File: config.mk
export PLATFORM = sky130hd
export DESIGN_NAME = sram_axi_bridge
export DESIGN_NICKNAME = d
export VERILOG_FILES = /design/src/rtl/bridge_pkg.sv /design/src/rtl/sram_axi_bridge_arb.sv /design/src/rtl/sram_axi_bridge.sv
export SDC_FILE = /design/constraint.sdc
export NUM_CORES = 1
export LEC_CHECK = 0
export BUFFER_PORTS_ARGS = -buffer_cell sky130_fd_sc_hd__buf_2
export CORE_AREA = 2 2 145 147
export DETAILED_ROUTE_END_ITERATION = 12
export DIE_AREA = 0 0 147 149
export PLACE_DENSITY_LB_ADDON = 0.15
export SETUP_SLACK_MARGIN = 0.5
export SYNTH_ARGS = -nofsm -noshare
export SYNTH_HDL_FRONTEND = slang
export SYNTH_SLANG_ARGS = --single-unit
File: constraint.sdc
create_clock -name clk -period 1.8 [get_ports clk]
set_input_delay 0.18 -clock clk [delete_from_list [all_inputs] [get_ports clk]]
set_output_delay 0.18 -clock clk [all_outputs]
set_load 0.005 [all_outputs]
File: src/rtl/bridge_pkg.sv
// Shared types for the sram-to-AXI3 bridge: FSM states, AXI constants,
// and the latched request bundle.
package bridge_pkg;

  typedef enum logic [2:0] {
    S_IDLE,
    S_AR,
    S_R,
    S_AW_W,
    S_B
  } state_e;

  localparam logic [1:0] AXI_BURST_INCR = 2'b01;
  localparam logic [2:0] AXI_SIZE_1B = 3'd0;
  localparam logic [2:0] AXI_SIZE_2B = 3'd1;
  localparam logic [2:0] AXI_SIZE_4B = 3'd2;
  localparam logic [2:0] AXI_SIZE_8B = 3'd3;

  localparam int ID_W = 4;
  localparam int REQ_ADDR_W = 64;
  localparam int REQ_DATA_W = 64;
  localparam int REQ_STRB_W = REQ_DATA_W / 8;

  // Sized for the widest build; the top uses the low bits.
  typedef struct packed {
    logic                  wr;
    logic [2:0]            size;
    logic [REQ_ADDR_W-1:0] addr;
    logic [REQ_DATA_W-1:0] wdata;
    logic [REQ_STRB_W-1:0] wstrb;
    logic [ID_W-1:0]       grant;
  } req_t;

endpackage

File: src/rtl/sram_axi_bridge_arb.sv
// NUM_CH-way arbiter, one-hot grant. BRIDGE_RR_ARB_EN selects
// round-robin; otherwise fixed priority with the lowest index winning.
module rr_arbiter
  import bridge_pkg::*;
#(
  parameter int NUM_CH = 2
) (
  input  logic              clk,
  input  logic              rst_n,
  input  logic [NUM_CH-1:0] req,
  input  logic              accept,
  output logic [NUM_CH-1:0] gnt,
  output logic [ID_W-1:0]   gnt_idx
);

  logic [ID_W-1:0] ptr_q;
  logic [ID_W-1:0] ptr_d;
  logic [ID_W-1:0] base;

`ifdef BRIDGE_RR_ARB_EN
  assign base = ptr_q;
`else
  logic unused_ptr;
  assign base = '0;
  assign unused_ptr = ^ptr_q;
`endif

  // Walk from the lowest priority up so the highest one is written last.
  always_comb begin
    int c;
    gnt = '0;
    gnt_idx = '0;
    for (int i = NUM_CH - 1; i >= 0; i--) begin
      c = int'(base) + i;
      if (c >= NUM_CH) c = c - NUM_CH;
      if (req[c]) begin
        gnt = '0;
        gnt[c] = 1'b1;
        gnt_idx = ID_W'(c);
      end
    end
  end

  always_comb begin
    ptr_d = ptr_q;
    if (accept) begin
      if (gnt_idx == ID_W'(NUM_CH - 1)) ptr_d = '0;
      else ptr_d = gnt_idx + 1'b1;
    end
  end

  always_ff @(posedge clk or negedge rst_n) begin
    if (!rst_n) ptr_q <= '0;
    else ptr_q <= ptr_d;
  end

endmodule

File: src/rtl/sram_axi_bridge.sv
// Merges NUM_CH sram-like channels onto one AXI3 master, single beat,
// one transaction outstanding. Arbitration mode: BRIDGE_RR_ARB_EN.
module sram_axi_bridge
  import bridge_pkg::*;
#(
  parameter int NUM_CH = 2,
  parameter int ADDR_W = 32,
  parameter int DATA_W = 32
) (
  input  logic                       clk,
  input  logic                       resetn,
  input  logic [NUM_CH-1:0]          ch_req,
  input  logic [NUM_CH-1:0]          ch_wr,
  input  logic [NUM_CH*3-1:0]        ch_size,
  input  logic [NUM_CH*ADDR_W-1:0]   ch_addr,
  input  logic [NUM_CH*DATA_W-1:0]   ch_wdata,
  input  logic [NUM_CH*DATA_W/8-1:0] ch_wstrb,
  output logic [NUM_CH-1:0]          ch_addr_ok,
  output logic [NUM_CH-1:0]          ch_data_ok,
  output logic [DATA_W-1:0]          ch_rdata,
  output logic [3:0]                 arid,
  output logic [ADDR_W-1:0]          araddr,
  output logic [3:0]                 arlen,
  output logic [2:0]                 arsize,
  output logic [1:0]                 arburst,
  output logic                       arvalid,
  input  logic                       arready,
  input  logic [3:0]                 rid,
  input  logic [DATA_W-1:0]          rdata,
  input  logic [1:0]                 rresp,
  input  logic                       rlast,
  input  logic                       rvalid,
  output logic                       rready,
  output logic [3:0]                 awid,
  output logic [ADDR_W-1:0]          awaddr,
  output logic [3:0]                 awlen,
  output logic [2:0]                 awsize,
  output logic [1:0]                 awburst,
  output logic                       awvalid,
  input  logic                       awready,
  output logic [3:0]                 wid,
  output logic [DATA_W-1:0]          wdata,
  output logic [DATA_W/8-1:0]        wstrb,
  output logic                       wlast,
  output logic                       wvalid,
  input  logic                       wready,
  input  logic [3:0]                 bid,
  input  logic [1:0]                 bresp,
  input  logic                       bvalid,
  output logic                       bready
);

  localparam int STRB_W = DATA_W / 8;

  state_e state_q, state_d;
  req_t   req_q, req_d, sel;
  logic   arvalid_q, arvalid_d;
  logic   aw_pend_q, aw_pend_d;
  logic   w_pend_q, w_pend_d;

  logic [NUM_CH-1:0] gnt;
  logic [ID_W-1:0]   gnt_idx;
  logic              accept;
  logic              done;

  assign accept = (state_q == S_IDLE) && (|ch_req);

  rr_arbiter #(
    .NUM_CH(NUM_CH)
  ) u_arb (
    .clk    (clk),
    .rst_n  (resetn),
    .req    (ch_req),
    .accept (accept),
    .gnt    (gnt),
    .gnt_idx(gnt_idx)
  );

  always_comb begin
    sel = '0;
    for (int i = 0; i < NUM_CH; i++) begin
      if (gnt[i]) begin
        sel.wr = ch_wr[i];
        sel.size = ch_size[i*3 +: 3];
        sel.addr[ADDR_W-1:0] = ch_addr[i*ADDR_W +: ADDR_W];
        sel.wdata[DATA_W-1:0] = ch_wdata[i*DATA_W +: DATA_W];
        sel.wstrb[STRB_W-1:0] = ch_wstrb[i*STRB_W +: STRB_W];
      end
    end
    sel.grant = gnt_idx;
  end

  always_comb begin
    state_d = state_q;
    req_d = req_q;
    arvalid_d = arvalid_q;
    aw_pend_d = aw_pend_q;
    w_pend_d = w_pend_q;
    unique case (state_q)
      S_IDLE: begin
        if (accept) begin
          req_d = sel;
          if (sel.wr) begin
            state_d = S_AW_W;
            aw_pend_d = 1'b1;
            w_pend_d = 1'b1;
          end else begin
            state_d = S_AR;
            arvalid_d = 1'b1;
          end
        end
      end
      S_AR: begin
        if (arready) begin
          arvalid_d = 1'b0;
          state_d = S_R;
        end
      end
      S_R: begin
        if (rvalid && rlast) state_d = S_IDLE;
      end
      S_AW_W: begin
        if (awready) aw_pend_d = 1'b0;
        if (wready) w_pend_d = 1'b0;
        if (!aw_pend_d && !w_pend_d) state_d = S_B;
      end
      S_B: begin
        if (bvalid) state_d = S_IDLE;
      end
      default: state_d = S_IDLE;
    endcase
  end

  always_ff @(posedge clk or negedge resetn) begin
    if (!resetn) begin
      state_q   <= S_IDLE;
      req_q     <= '0;
      arvalid_q <= 1'b0;
      aw_pend_q <= 1'b0;
      w_pend_q  <= 1'b0;
    end else begin
      state_q   <= state_d;
      req_q     <= req_d;
      arvalid_q <= arvalid_d;
      aw_pend_q <= aw_pend_d;
      w_pend_q  <= w_pend_d;
    end
  end

  assign done = ((state_q == S_R) && rvalid && rlast) ||
                ((state_q == S_B) && bvalid);

  assign ch_addr_ok = accept ? gnt : '0;
  assign ch_data_ok = done ? (NUM_CH'(1) << req_q.grant) : '0;
  assign ch_rdata = ((state_q == S_R) && rvalid) ? rdata : '0;

  assign arid    = req_q.grant;
  assign araddr  = req_q.addr[ADDR_W-1:0];
  assign arlen   = 4'd0;
  assign arsize  = req_q.size;
  assign arburst = AXI_BURST_INCR;
  assign arvalid = arvalid_q;
  assign rready  = (state_q == S_R);

  assign awid    = req_q.grant;
  assign awaddr  = req_q.addr[ADDR_W-1:0];
  assign awlen   = 4'd0;
  assign awsize  = req_q.size;
  assign awburst = AXI_BURST_INCR;
  assign awvalid = aw_pend_q;

  assign wid    = req_q.grant;
  assign wdata  = req_q.wdata[DATA_W-1:0];
  assign wstrb  = req_q.wstrb[STRB_W-1:0];
  assign wlast  = 1'b1;
  assign wvalid = w_pend_q;
  assign bready = (state_q == S_B);

  // Responses carry no information the core uses; errors complete normally.
  logic unused_ok;
  assign unused_ok = ^{rid, rresp, bid, bresp, req_q};

endmodule

==> results_dict.tcl <==
set metrics [dict create \
    p_leak_uw 0.003936 \
    die_area_sq_um 21900 \
    synth_edf_count 0 \
    gr-total-overflow 0 \
    dr_total_vias 5310 \
    dp_slack_ns 0.1110 \
    ios 370 \
    synth-seq-area-share 0.4057 \
    netlist-cell-type-count 39 \
    rows 53 \
    layout_commonest_cell "buf_2" \
    startpoint "state_q[2]$_DFFE_PN0P_" \
    r2r_slack_ns -0.04 \
    maxClockFrequency_ghz 0.5292 \
    failed_checks "negative setup slack" \
    multi_input_area_sq_um 2718 \
    wire_per_inst_um 17.72 \
    cp-start-kind "flip-flop" \
    r2r-end "araddr[25]$_DFFE_PN0P_" \
    die_height_um 149 \
    fin_tns_setup_ns -1.925 \
    status "finished, violations left" \
    ant_nets 0 \
    numCtsBuffers 9 \
    hold_class "primary input to flip-flop" \
    synth_seq_cells 78 \
    synth-main-ff-cell "dfrtp_1" \
    syn_area_per_cell_sq_um 9.489 \
    path_max_fanout 33 \
    placed_cell_area_sq_um 6608 \
    clockBufferDepth 2 \
    mappedNetlistArea_sq_um 4811 \
    worstSetupEndpointType "primary output" \
    grt_pass1_wl_um 28800 \
    dr.pass1.iters 4 \
    worst_pin_slew_ns 1.040 \
    grt_pass1_vias 4998 \
    io_buffers 335 \
    grt_max_degree 37 \
    cp.arrival_ns 1.71 \
    fillerInstances 2060 \
    drt-initial-drc-count 161 \
    timing.final.ws_setup_ns -0.08972 \
    power_uw 13840 \
    worstPathRequired_ns 1.62 \
    min_period_over_period 1.050 \
    vias_per_cell 4.767 \
    cts_tree "yes" \
    path_clk_slew_ns 0.06 \
    design_area_sq_um 8043 \
    routabilityCongestion 0.7529 \
    final-max-slew-violation-count 0 \
    die_width_um 147 \
    yosysWarnings 0 \
    hold_slack_ns 0.04730 \
    cp-endpoint "ch_rdata[11]" \
    regArea_sq_um 1953 \
    worstSetupPathType "flip-flop to primary output" \
    reg2reg_from "state_q[2]$_DFFE_PN0P_" \
    dpl.hpwl_um 13520 \
    grt_usage 0.1717 \
    timing.slew.headroom 0.3051 \
    min-delay-start "ch_wdata[3]" \
    syn_inst 507 \
    drive_above_1_share 0.6098 \
    syn2layout_area_growth_pct 67.18 \
    root_buffer "clkbuf_16" \
    initial_utilization 0.2340 \
    core_sq_um 20560 \
    drc 0 \
    routed_wl_um 19740 \
    worst_r2r_path_depth 10 \
    nets 1032 \
    cts.sinks 78 \
    antenna_found_initial 2 \
    finalHoldViolCount 0 \
    ys_async_sr_fraction 1.000 \
    cap_violations 0 \
    clk_latency_ns 0.35 \
    finalSetupViolations 40 \
    min_period_ns 1.890 \
    cellPowerDensity_nw_per_um2 1721 \
    ir_drop_uv 636.5 \
    cts_max_level 3 \
    rsz0062_at_grt "yes" \
    final_cell_mix "buf_2, dfrtp_1, nand2_1" \
    skew_ns 0.01019 \
]
report_power, final:
part           total, uW  internal (uW)  switching [uW]
combinational       8220           4530            3690
clock               1890           1110             785
sequential          3730           2690            1040
total              13800           8330            5510
cells in the mapped netlist, types with 2 or more instances:
cell / count / share of area
dfrtp_1: 78 / 0.41
buf_4: 65 / 0.10
o22ai_1: 52 / 0.068
nand2_1: 48 / 0.037
a32oi_1: 47 / 0.086
and3_1: 32 / 0.042
a21oi_1: 28 / 0.029
nand2b_1: 27 / 0.035
clkbuf_1: 26 / 0.020
a22oi_1: 25 / 0.039
a22oi_2: 20 / 0.052
buf_2: 13 / 0.014
nor2_1: 6 / 0.0047
nor2b_1: 5 / 0.0065
and2_1: 3 / 0.0039
buf_12: 3 / 0.012
inv_1: 3 / 0.0023
a2bb2oi_1: 2 / 0.0036
conb_1: 2 / 0.0016
o211ai_1: 2 / 0.0031
o21ai_0: 2 / 0.0021
worst min-delay path by stage:
stage	to	cells past startpoint	slack, ns
finish	wdata[3]$_DFFE_PN0P_	3	0.05
global route	wvalid$_DFFE_PN0P_	2	0.04
CTS	araddr[0]$_DFFE_PN0P_	3	0.03
detailed placement	wdata[6]$_DFFE_PN0P_	1	0.20
global placement	wdata[6]$_DFFE_PN0P_	1	0.20
floorplan	araddr[0]$_DFFE_PN0P_	0	-0.12
critical path, stage by stage, from the launching register on:
cell and delay [ns]:
dfrtp_1 0.39, buf_6 0.13, and2b_1 0.21, nor2b_4 0.16, buf_12 0.16, and3_1 0.19, buf_2 0.12
sequential cells by signal, indices dropped and copies added (netlist names):
signal and flops:
araddr 32, wdata 32, wstrb 4, arsize 3, state_q 3, arid 1, arvalid 1, awvalid 1
wvalid 1
metal layers:
metal | up-vias | global-route usage | wire length (um)
met2 | 254 | 0.3016 | 9944
met4 | 0 | 0.04471 | 283
met5 | - | 0 | 0
met3 | 15 | 0.04373 | 1431
met1 | 2545 | 0.2104 | 8078
li1 | 2496 | - | -
per-stage QoR:
stage                       util  cells
after floorplan                -    527
after global placement    0.3214   1061
after detailed placement  0.3214   1061
after CTS                 0.3733   1104
after global routing      0.3911   1113
final                     0.3912   1114
cell type report:
cell class / instances / area share
Antenna cell: 1 / 0.0003111
Clock buffer: 10 / 0.02971
Clock inverter: 5 / 0.007312
Inverter: 5 / 0.002956
Multi-Input combinational cell: 335 / 0.3379
Sequential cell: 78 / 0.2428
Tap cell: 275 / 0.04278
Timing Repair Buffer: 405 / 0.3362
logic make-up after synthesis:
| group | share of synthesized area |
|---|---|
| AND/OR/NAND/NOR | 0.1462 |
| flip-flops | 0.4057 |
| other | 0.001561 |
| AO/OA/AOI/OAI | 0.2908 |
| buffers and inverters | 0.1558 |
what timing repair did:
item	in CTS	in global routing
setup endpoints to repair	112	115
cloned	9	0
hold buffers	1	0
hold endpoints to repair	33	0
resized for setup	70	59
pin swaps	21	39
setup buffers	18	9
Power figures use the tool's default switching activity.
